## config.mk

```make
export PLATFORM = sky130hd
export DESIGN_NAME = alu_exec
export DESIGN_NICKNAME = d
export VERILOG_FILES = /design/src/rtl/alu_exec.sv
export SDC_FILE = /design/constraint.sdc
export NUM_CORES = 1
export LEC_CHECK = 0
export ABC_AREA = 1
export CELL_PAD_IN_SITES_DETAIL_PLACEMENT = 1
export CELL_PAD_IN_SITES_GLOBAL_PLACEMENT = 1
export CORE_MARGIN = 2
export CORE_UTILIZATION = 35
export DETAILED_ROUTE_END_ITERATION = 6
export PLACE_DENSITY = 0.9
export SLEW_MARGIN = 20
export SYNTH_ARGS = -nofsm -noshare
export SYNTH_HDL_FRONTEND = slang
export SYNTH_SLANG_ARGS = --single-unit
export TNS_END_PERCENT = 1
```

## constraint.sdc

```tcl
create_clock -name clk -period 1.5 [get_ports clk]
set_input_delay 0.225 -clock clk [delete_from_list [all_inputs] [get_ports clk]]
set_output_delay 0.225 -clock clk [all_outputs]
set_load 0.01 [all_outputs]
```

## src/rtl/alu_exec.sv

```systemverilog
// ---------------------------------------------------------------------------
// alu_exec -- single-cycle ALU execute stage with a one-entry response buffer.
//
// A request is accepted when req_valid & req_ready. The result, per-op flags
// and error bit are registered on the accepting edge and held in the response
// buffer until the consumer takes them (rsp_ready). A new request can be
// accepted on the same edge the held response is taken, so back-to-back
// traffic flows without bubbles.
//
// Parameters:
//   W            operand/result width (default 20)
//
// Ports:
//   clk          rising-edge clock
//   rst_n        asynchronous active-low reset
//   req_valid    request present
//   req_ready    request accepted when high together with req_valid
//   req_op       opcode (see op_e)
//   req_a/req_b  operands A and B
//   rsp_valid    response held in the output buffer
//   rsp_ready    consumer takes the response
//   rsp_result   result
//   rsp_flags    {carry, sign, zero} for this op
//   rsp_err      illegal opcode
//   sreg         status register {carry, sign, zero}, updated on legal ops
//
// Configuration:
//   ALU_EXEC_CARRY_CHAIN_EN  when defined, ADC (0xB) and SBB (0xD) use the
//                            carry held in sreg; when undefined both opcodes
//                            are treated as illegal.
// ---------------------------------------------------------------------------
module alu_exec #(
  parameter int W = 20
) (
  input  logic         clk,
  input  logic         rst_n,
  input  logic         req_valid,
  output logic         req_ready,
  input  logic [3:0]   req_op,
  input  logic [W-1:0] req_a,
  input  logic [W-1:0] req_b,
  output logic         rsp_valid,
  input  logic         rsp_ready,
  output logic [W-1:0] rsp_result,
  output logic [2:0]   rsp_flags,
  output logic         rsp_err,
  output logic [2:0]   sreg
);

  typedef enum logic [3:0] {
    OP_NOT = 4'h0,
    OP_AND = 4'h1,
    OP_OR  = 4'h2,
    OP_XOR = 4'h3,
    OP_SHR = 4'h4,
    OP_SHL = 4'h5,
    OP_ROR = 4'h6,
    OP_ROL = 4'h7,
    OP_INC = 4'h8,
    OP_DEC = 4'h9,
    OP_ADD = 4'hA,
    OP_ADC = 4'hB,
    OP_SUB = 4'hC,
    OP_SBB = 4'hD,
    OP_CMP = 4'hE,
    OP_ILL = 4'hF
  } op_e;

  // Flag bit positions inside rsp_flags / sreg.
  localparam int FLAG_C = 2;
  localparam int FLAG_S = 1;
  localparam int FLAG_Z = 0;

  localparam logic [W:0] ONE_EXT = (W+1)'(1);

  // -------------------------------------------------------------------------
  // Handshake: the buffer can take a new response when it is empty or when
  // the held response leaves on this same edge.
  // -------------------------------------------------------------------------
  logic accept;

  assign req_ready = ~rsp_valid | rsp_ready;
  assign accept    = req_valid & req_ready;

  // -------------------------------------------------------------------------
  // Datapath. Arithmetic is done one bit wider than the operands so that
  // bit W is the carry-out for additions and the borrow for subtractions
  // (a negative two's-complement difference sets the top bit).
  // -------------------------------------------------------------------------
  logic [W:0]   ext_a;
  logic [W:0]   ext_b;
  logic [W:0]   wide;
  logic [W-1:0] nxt_result;
  logic [W-1:0] flag_src;
  logic         nxt_carry;
  logic         nxt_err;
  logic [2:0]   nxt_flags;

  assign ext_a = {1'b0, req_a};
  assign ext_b = {1'b0, req_b};

  // NOTE: every signal driven here gets a default first, so no path through
  // the case leaves a value unassigned and no latch is inferred.
  always_comb begin
    wide       = '0;
    nxt_result = '0;
    nxt_carry  = 1'b0;
    nxt_err    = 1'b0;
    flag_src   = '0;

    unique case (op_e'(req_op))
      OP_NOT: nxt_result = ~req_a;
      OP_AND: nxt_result = req_a & req_b;
      OP_OR:  nxt_result = req_a | req_b;
      OP_XOR: nxt_result = req_a ^ req_b;

      // Shifts fill with zero and report the bit pushed out.
      OP_SHR: begin
        nxt_result = req_a >> 1;
        nxt_carry  = req_a[0];
      end
      OP_SHL: begin
        nxt_result = req_a << 1;
        nxt_carry  = req_a[W-1];
      end

      // Rotates report the bit that wrapped around.
      OP_ROR: begin
        nxt_result = {req_a[0], req_a[W-1:1]};
        nxt_carry  = req_a[0];
      end
      OP_ROL: begin
        nxt_result = {req_a[W-2:0], req_a[W-1]};
        nxt_carry  = req_a[W-1];
      end

      OP_INC: begin
        wide       = ext_a + ONE_EXT;
        nxt_result = wide[W-1:0];
        nxt_carry  = wide[W];
      end
      OP_DEC: begin
        wide       = ext_a - ONE_EXT;
        nxt_result = wide[W-1:0];
        nxt_carry  = wide[W];
      end
      OP_ADD: begin
        wide       = ext_a + ext_b;
        nxt_result = wide[W-1:0];
        nxt_carry  = wide[W];
      end
      OP_SUB: begin
        wide       = ext_a - ext_b;
        nxt_result = wide[W-1:0];
        nxt_carry  = wide[W];
      end

`ifdef ALU_EXEC_CARRY_CHAIN_EN
      // Chained ops use the carry registered before this edge, so a chain
      // issued back-to-back sees the previous op's carry/borrow.
      OP_ADC: begin
        wide       = ext_a + ext_b + {{W{1'b0}}, sreg[FLAG_C]};
        nxt_result = wide[W-1:0];
        nxt_carry  = wide[W];
      end
      OP_SBB: begin
        wide       = ext_a - ext_b - {{W{1'b0}}, sreg[FLAG_C]};
        nxt_result = wide[W-1:0];
        nxt_carry  = wide[W];
      end
`else
      OP_ADC: nxt_err = 1'b1;
      OP_SBB: nxt_err = 1'b1;
`endif

      // CMP returns A unchanged; the flags describe a - b.
      OP_CMP: begin
        wide       = ext_a - ext_b;
        nxt_result = req_a;
        nxt_carry  = wide[W];
      end

      OP_ILL:  nxt_err = 1'b1;
      default: nxt_err = 1'b1;
    endcase

    flag_src = (op_e'(req_op) == OP_CMP) ? wide[W-1:0] : nxt_result;

    // Illegal ops report a clean all-zero result and no flags.
    if (nxt_err) begin
      nxt_result = '0;
      nxt_carry  = 1'b0;
      flag_src   = '0;
    end
  end

  always_comb begin
    nxt_flags         = '0;
    nxt_flags[FLAG_C] = nxt_carry;
    nxt_flags[FLAG_S] = flag_src[W-1] & ~nxt_err;
    nxt_flags[FLAG_Z] = (flag_src == '0) & ~nxt_err;
  end

  // -------------------------------------------------------------------------
  // Response buffer and status register. Reset clears everything at once,
  // discarding any held response.
  // -------------------------------------------------------------------------
  // NOTE: state is updated with non-blocking assignments so every register
  // samples the pre-edge values (ADC/SBB read sreg on the same edge it loads).
  always_ff @(posedge clk or negedge rst_n) begin
    if (!rst_n) begin
      rsp_valid  <= 1'b0;
      rsp_result <= '0;
      rsp_flags  <= '0;
      rsp_err    <= 1'b0;
      sreg       <= '0;
    end else if (accept) begin
      rsp_valid  <= 1'b1;
      rsp_result <= nxt_result;
      rsp_flags  <= nxt_flags;
      rsp_err    <= nxt_err;
      if (!nxt_err) begin
        sreg <= nxt_flags;
      end
    end else if (rsp_ready) begin
      rsp_valid <= 1'b0;
    end
  end

endmodule

```

==> results of run 1 <==
[metal layers]
metal  GRT overflow  track usage, %
met5              0            22.5
met3              8            74.9
met4            205            99.2
met2            600             110
met1              9            86.0
[timing repair]
item / 4_1_cts
setup buffers: 53
cloned: 2
pin swaps: 88
endpoints found under the setup margin: 28
gates resized for setup: 418
[cell usage after synthesis (all sizes together)]
| library cell | count |
|---|---|
| nor3 | 20 |
| o21ai | 52 |
| o211ai | 4 |
| dfrtp | 28 |
| ha | 65 |
| inv | 193 |
| nand2 | 526 |
| fa | 2 |
| a21o | 2 |
| a21oi | 40 |
| nand3b | 3 |
| a22oi | 1 |
| nand3 | 159 |
| o22ai | 5 |
| xor2 | 7 |
| o2111ai | 1 |
| and2 | 1 |
| buf | 38 |
| o221ai | 1 |
| o21bai | 6 |
| xnor2 | 1 |
| nor4 | 1 |
| clkbuf | 14 |
| or2 | 2 |
| nor2 | 188 |
| a211o | 1 |
| nand4 | 26 |
| a31oi | 2 |
[per-stage QoR]
step | utilization [%] | hold WS, ns
after floorplan | - | -0.0706
after global placement | 52.9 | 0.463
after detailed placement | 52.9 | 0.472
after CTS | 61.6 | 0.351
[cell families after synthesis]
logic type	after synthesis	share of synthesized area, %
flops	28	9.96
xor+xnor	8	0.996
simple gates	926	54.1
compound gates	115	8.93
fa+ha+maj	67	12.1
buf+inv	245	13.9
==> impl_results.md, run 1 <==
- Synth Warn #: 0
- Row count: slightly above 50
- Post-placement cell count: around 2000
- Placed Instance Area: around 10000 µm²
- Syn Nets: ~1500
- Placer Congestion: 1.08
- Htree depth: 1
- GRT overflow: roughly 820
- Halt Stage: global routing (5_1_grt)
- Die Height: 146 µm
- Port Buffers: 76
- Gr usage total: between 90% and 100%
- Hold Buf Count CTS: 0
- Yosys reg bits: 28
- Top cell type's share of synthesized area: ~28%
- Error msg: [ERROR GRT-0232] Routing congestion too high. Check the congestion heatmap in the GUI.
- Clk root buf: clkbuf_16
- Mapped Cells: about 1400
- Boundary pin count: 77
- Worst EP post-GRT repair: sreg[0]$_DFFE_PN0P_/D
- Worst ep type: register data pin
- Die span in x: roughly 150 µm
- # clock sinks: 28
- Cell taking the most area after synthesis: nand2_1
- CTS buffer count: 3
- Area contributors post-synth: nand2_1 28%, ha_1 12%, nand3_1 11%, inv_1 10%, dfrtp_1 10%
- Post-Place Setup Slack: -1.97 ns
- Final HPWL DP: roughly 37 mm
- Cell variety after synth: 34
- Outcome: did not finish
- Mapped Area: ~7000 µm²
- Sequential-to-total area share from yosys stat: 9.96%
- Initial Util: between 30% and 40%
- Max Root-Sink Buffers: 2
- Post-synthesis average cell area: a little over 5 µm²
- Pin count of the biggest net entering global routing: 36
==> run 2, diff against run 1 <==
- CELL_PAD_IN_SITES_DETAIL_PLACEMENT: 1 -> default
- CELL_PAD_IN_SITES_GLOBAL_PLACEMENT: 1 -> default
- CORE_UTILIZATION: 35 -> 25
- PLACE_DENSITY: 0.9 -> default
- PLACE_DENSITY_LB_ADDON: default -> 0.15
- clock period: 1.5 -> 2 ns (I/O delays scaled with it)
==> run 2 against run 1 <==
- synthesized area stayed put
- the flow now finishes, with violations (negative setup slack)
- synthesized cell count unchanged
==> impl_results.md, run 2 <==
- Outcome: finished, violations left
- Failing checks: negative setup slack
- CTS buffer count: 3
- Die span in x: approximately 170 µm
- Internal power: roughly 2.5 mW
- Mapped Cells: ~1400
- Max Root-Sink Buffers: 2
- Via density: approximately 4.8
- GRT overflow: 0
- Die Height: around 170 µm
- First DRT Iteration DRCs: between 900 and 1000
- Post-Synth Adder-Cell Area: about 12%
- Top flop regs: rsp_result (20), rsp_flags (3), sreg (3)
- Slew Limit Headroom: a little over two thirds
- Crit start category: input port
- MaxCap Viol Count: 0
- Crit path buf inv count: 9
- Ordered list of cells on the worst path: dlygate4sd2_1 -> buf_6 -> nor2_2 -> nand2_1 -> buf_6 -> o21ai_0 -> nor2_1 -> nand3_1 -> nor2_1 -> buf_4 -> buf_4 -> buf_4 -> buf_4 -> buf_4 -> buf_4 -> o21ai_0
- Initial Util: 25.4%
- First-pass GRT wire length: 59.8 mm
- Gate power share: between 70% and 80%
- Synth Flop Type: dfrtp_1
- Worst-skew pair later-pin latency: between 0.2 and 0.3 ns
- Minimum clock period: between 2 and 2.5 ns
- Hold Buf Count CTS: 0
- CP delay by family, top: buffers and inverters
- FFs w/ async S/R, synth: 100%
- Most frequent cells in the layout: 461 x nand2_1, 375 x buf_4, 143 x inv_1
- CTS tree: yes
- Antenna viol nets, final: 0
- Final WL: 40.3 mm
- Fin crit share: 116%
- Worst Setup End Kind: flop
- Met3 Use GR: under 10%
- Fin. max-slew vios: 0
- Final HPWL DP: 32.6 mm
- Reg clk slew, reported paths: approximately 0.070 ns
- Row count: 61
- Proportion of layout cells with a drive suffix above 1: between 30% and 40%
- Synth top cells by count: 525 x nand2_1, 192 x inv_1, 183 x nor2_1
- Combinational family with the most area after synthesis: simple AND/OR/NAND/NOR gates
- Synth Warn #: 0
- Most frequent CP cell: buf_4
- Nets: slightly below 2000
- NetSw: around 2.0 mW
- Top cell type's share of synthesized area: between 20% and 30%
- Fillers: 3078
- Sequential-to-total area share from yosys stat: roughly a tenth
- PnR worst setup slack: -0.315 ns
- R2R cell count: 11
- Critical path arrival: 2.50 ns
- Final hold violations: 0
- Most frequent cell after synthesis: nand2_1
- Crit Path Category: input port to flop
- Critical Path RT: roughly 2.2 ns
- Clock Skew: roughly 0.0020 ns
- Syn Nets: between 1500 and 2000
- Port Buffers: between 70 and 80
- GRT busiest layer: met2
- Cell taking the most area after synthesis: nand2_1
- IR drop worst, VDD: around 0.31 mV
- Commonest non-fill, non-tap cell in the layout: nand2_1
- M2 GR Usage: between 40 and 50%
- Placer Congestion: roughly 0.99
- Portion of netlist area occupied by mux cells: 0%
- Crit-path max FO: 8
- Final Setup Violations: 17
- FF-to-FF Start: rsp_valid
- Post-synthesis compound-gate area fraction: under 10%
- Max FFs per register: 20
- Pin count of the biggest net entering global routing: 36
- Critical path destination: rsp_result[3]
- Boundary pin count: 77
- F_max: ~430 MHz
- Mapped Area: 7030 µm²
- Slowest stage cell on the critical path: dlygate4sd2_1
- Via count: roughly 11000
- Clk root buf: clkbuf_16
- Reg2reg end: rsp_flags[0]
- Final non-filler cell area: roughly 12000 µm²
- Initial antenna violation count: 0
- Reg2Reg Setup Slack: roughly 0.37 ns
- Area contributors post-synth: nand2_1 28%, ha_1 12%, nand3_1 11%, inv_1 10%, dfrtp_1 10%
- # clock sinks: 28
- Clock power share: 11.2%
- Die area: just under 30000 µm²
- Top reg by flops: rsp_result
- CP max stage delay: ~0.26 ns
- Switching share of total power: 44.4%
- TritonRoute pass-1 iters: 5
- Placed Instance Area: between 10000 and 15000 µm²
- Gr usage total: between 20% and 30%
- Diodes inserted: 0
- Simple-Gate Fraction of Synth Area: between 50% and 60%
- Post-synthesis average cell area: approximately 5 µm²
- Vias in the first global route: about 10000
- Worst Tran Pin Value: about 0.45 ns
- CP Depth: 16
- EDFF count, synth: 0
- Setup crit start: req_op[0]
- Yosys reg bits: 28
- GR Layer Usage met1: between 30% and 40%
- XOR/XNOR Fraction of Synth Area: less than 1%
- RSZ-0062 raised after global routing: yes
- Part of the power in registers: roughly 16%
- DRC Markers: 0
- Fin Hold WS: about 0.41 ns
- Leakage: ~6.5 nW
- Min-delay worst type: input port to asynchronous set/reset pin
- PD cells: around 360 nW/µm²
- Htree depth: 1
- Drt wl/cell: 18.3 µm
- Cell variety after synth: 34
- Core ar.: around 28000 µm²
- Area delta synth->final: 76.5%
-- run 2: logic make-up after synthesis --
group	Yosys count
and+or+nand+nor	926
AOI/OAI and AO/OA	115
buffers and inverters	245
adders and majority gates	67
xor gates and xnor gates	8
DFF	28
-- run 2: power groups by stage --
| stage | Sequential, mW | Combinational (mW) | Clock, mW |
|---|---|---|---|
| after floorplan | 0.767 | 1.19 | 0 |
| after global placement | 0.725 | 2.74 | 0 |
| after detailed placement | 0.726 | 2.73 | 0 |
| after CTS | 0.717 | 3.06 | 0.520 |
| after global routing | 0.728 | 3.51 | 0.544 |
| final | 0.716 | 3.25 | 0.501 |
-- run 2: layout make-up --
cell class,instances,area (µm²),area share [%]
well taps,378,473,3.81
inverters,193,727,5.86
repair buffers,487,3960,31.9
flip-flops and latches,28,701,5.65
multi-input cells,1116,6460,52.0
clock buffers,4,88.8,0.716
-- run 2: how the worst min path moves through the flow --
stage                     cells after the start        endpoint  slack, ns
after CTS                                     2   rsp_result[3]       0.42
after global placement                        2   rsp_result[8]       0.47
final                                         2   rsp_result[0]       0.41
after floorplan                               0         rsp_err      0.004
after detailed placement                      2  rsp_result[14]       0.47
after global routing                          2   rsp_result[7]       0.44
-- run 2: stage by stage --
step           util, %  TNS [ns]  setup slack, ns  power [mW]  instances
6_report          44.8     -2.55           -0.315        4.47       2206
5_1_grt           44.8     -4.73           -0.398        4.78       2206
4_1_cts           43.2     -2.52           -0.283        4.30       2191
3_5_place_dp      39.3    -23.18            -1.30        3.46       2147
3_3_place_gp      39.3    -23.03            -1.31        3.46       2147
2_1_floorplan        -    -0.432           -0.100        1.95       1389
-- run 2: repair_timing --
| item | CTS | global route |
|---|---|---|
| pin swaps | 65 | 59 |
| setup endpoints to repair | 26 | 24 |
| endpoints found under the hold margin | 0 | 0 |
| setup buffers | 40 | 14 |
| resized for setup | 273 | 141 |
| cloned | 0 | 1 |
-- run 2: layer usage --
layer	share of wire [%]	wire [µm]
met1	44	17700
met2	45	18000
met3	6.5	2620
met4	4.9	1980
met5	0	0
(Power assumes the default switching activity.)
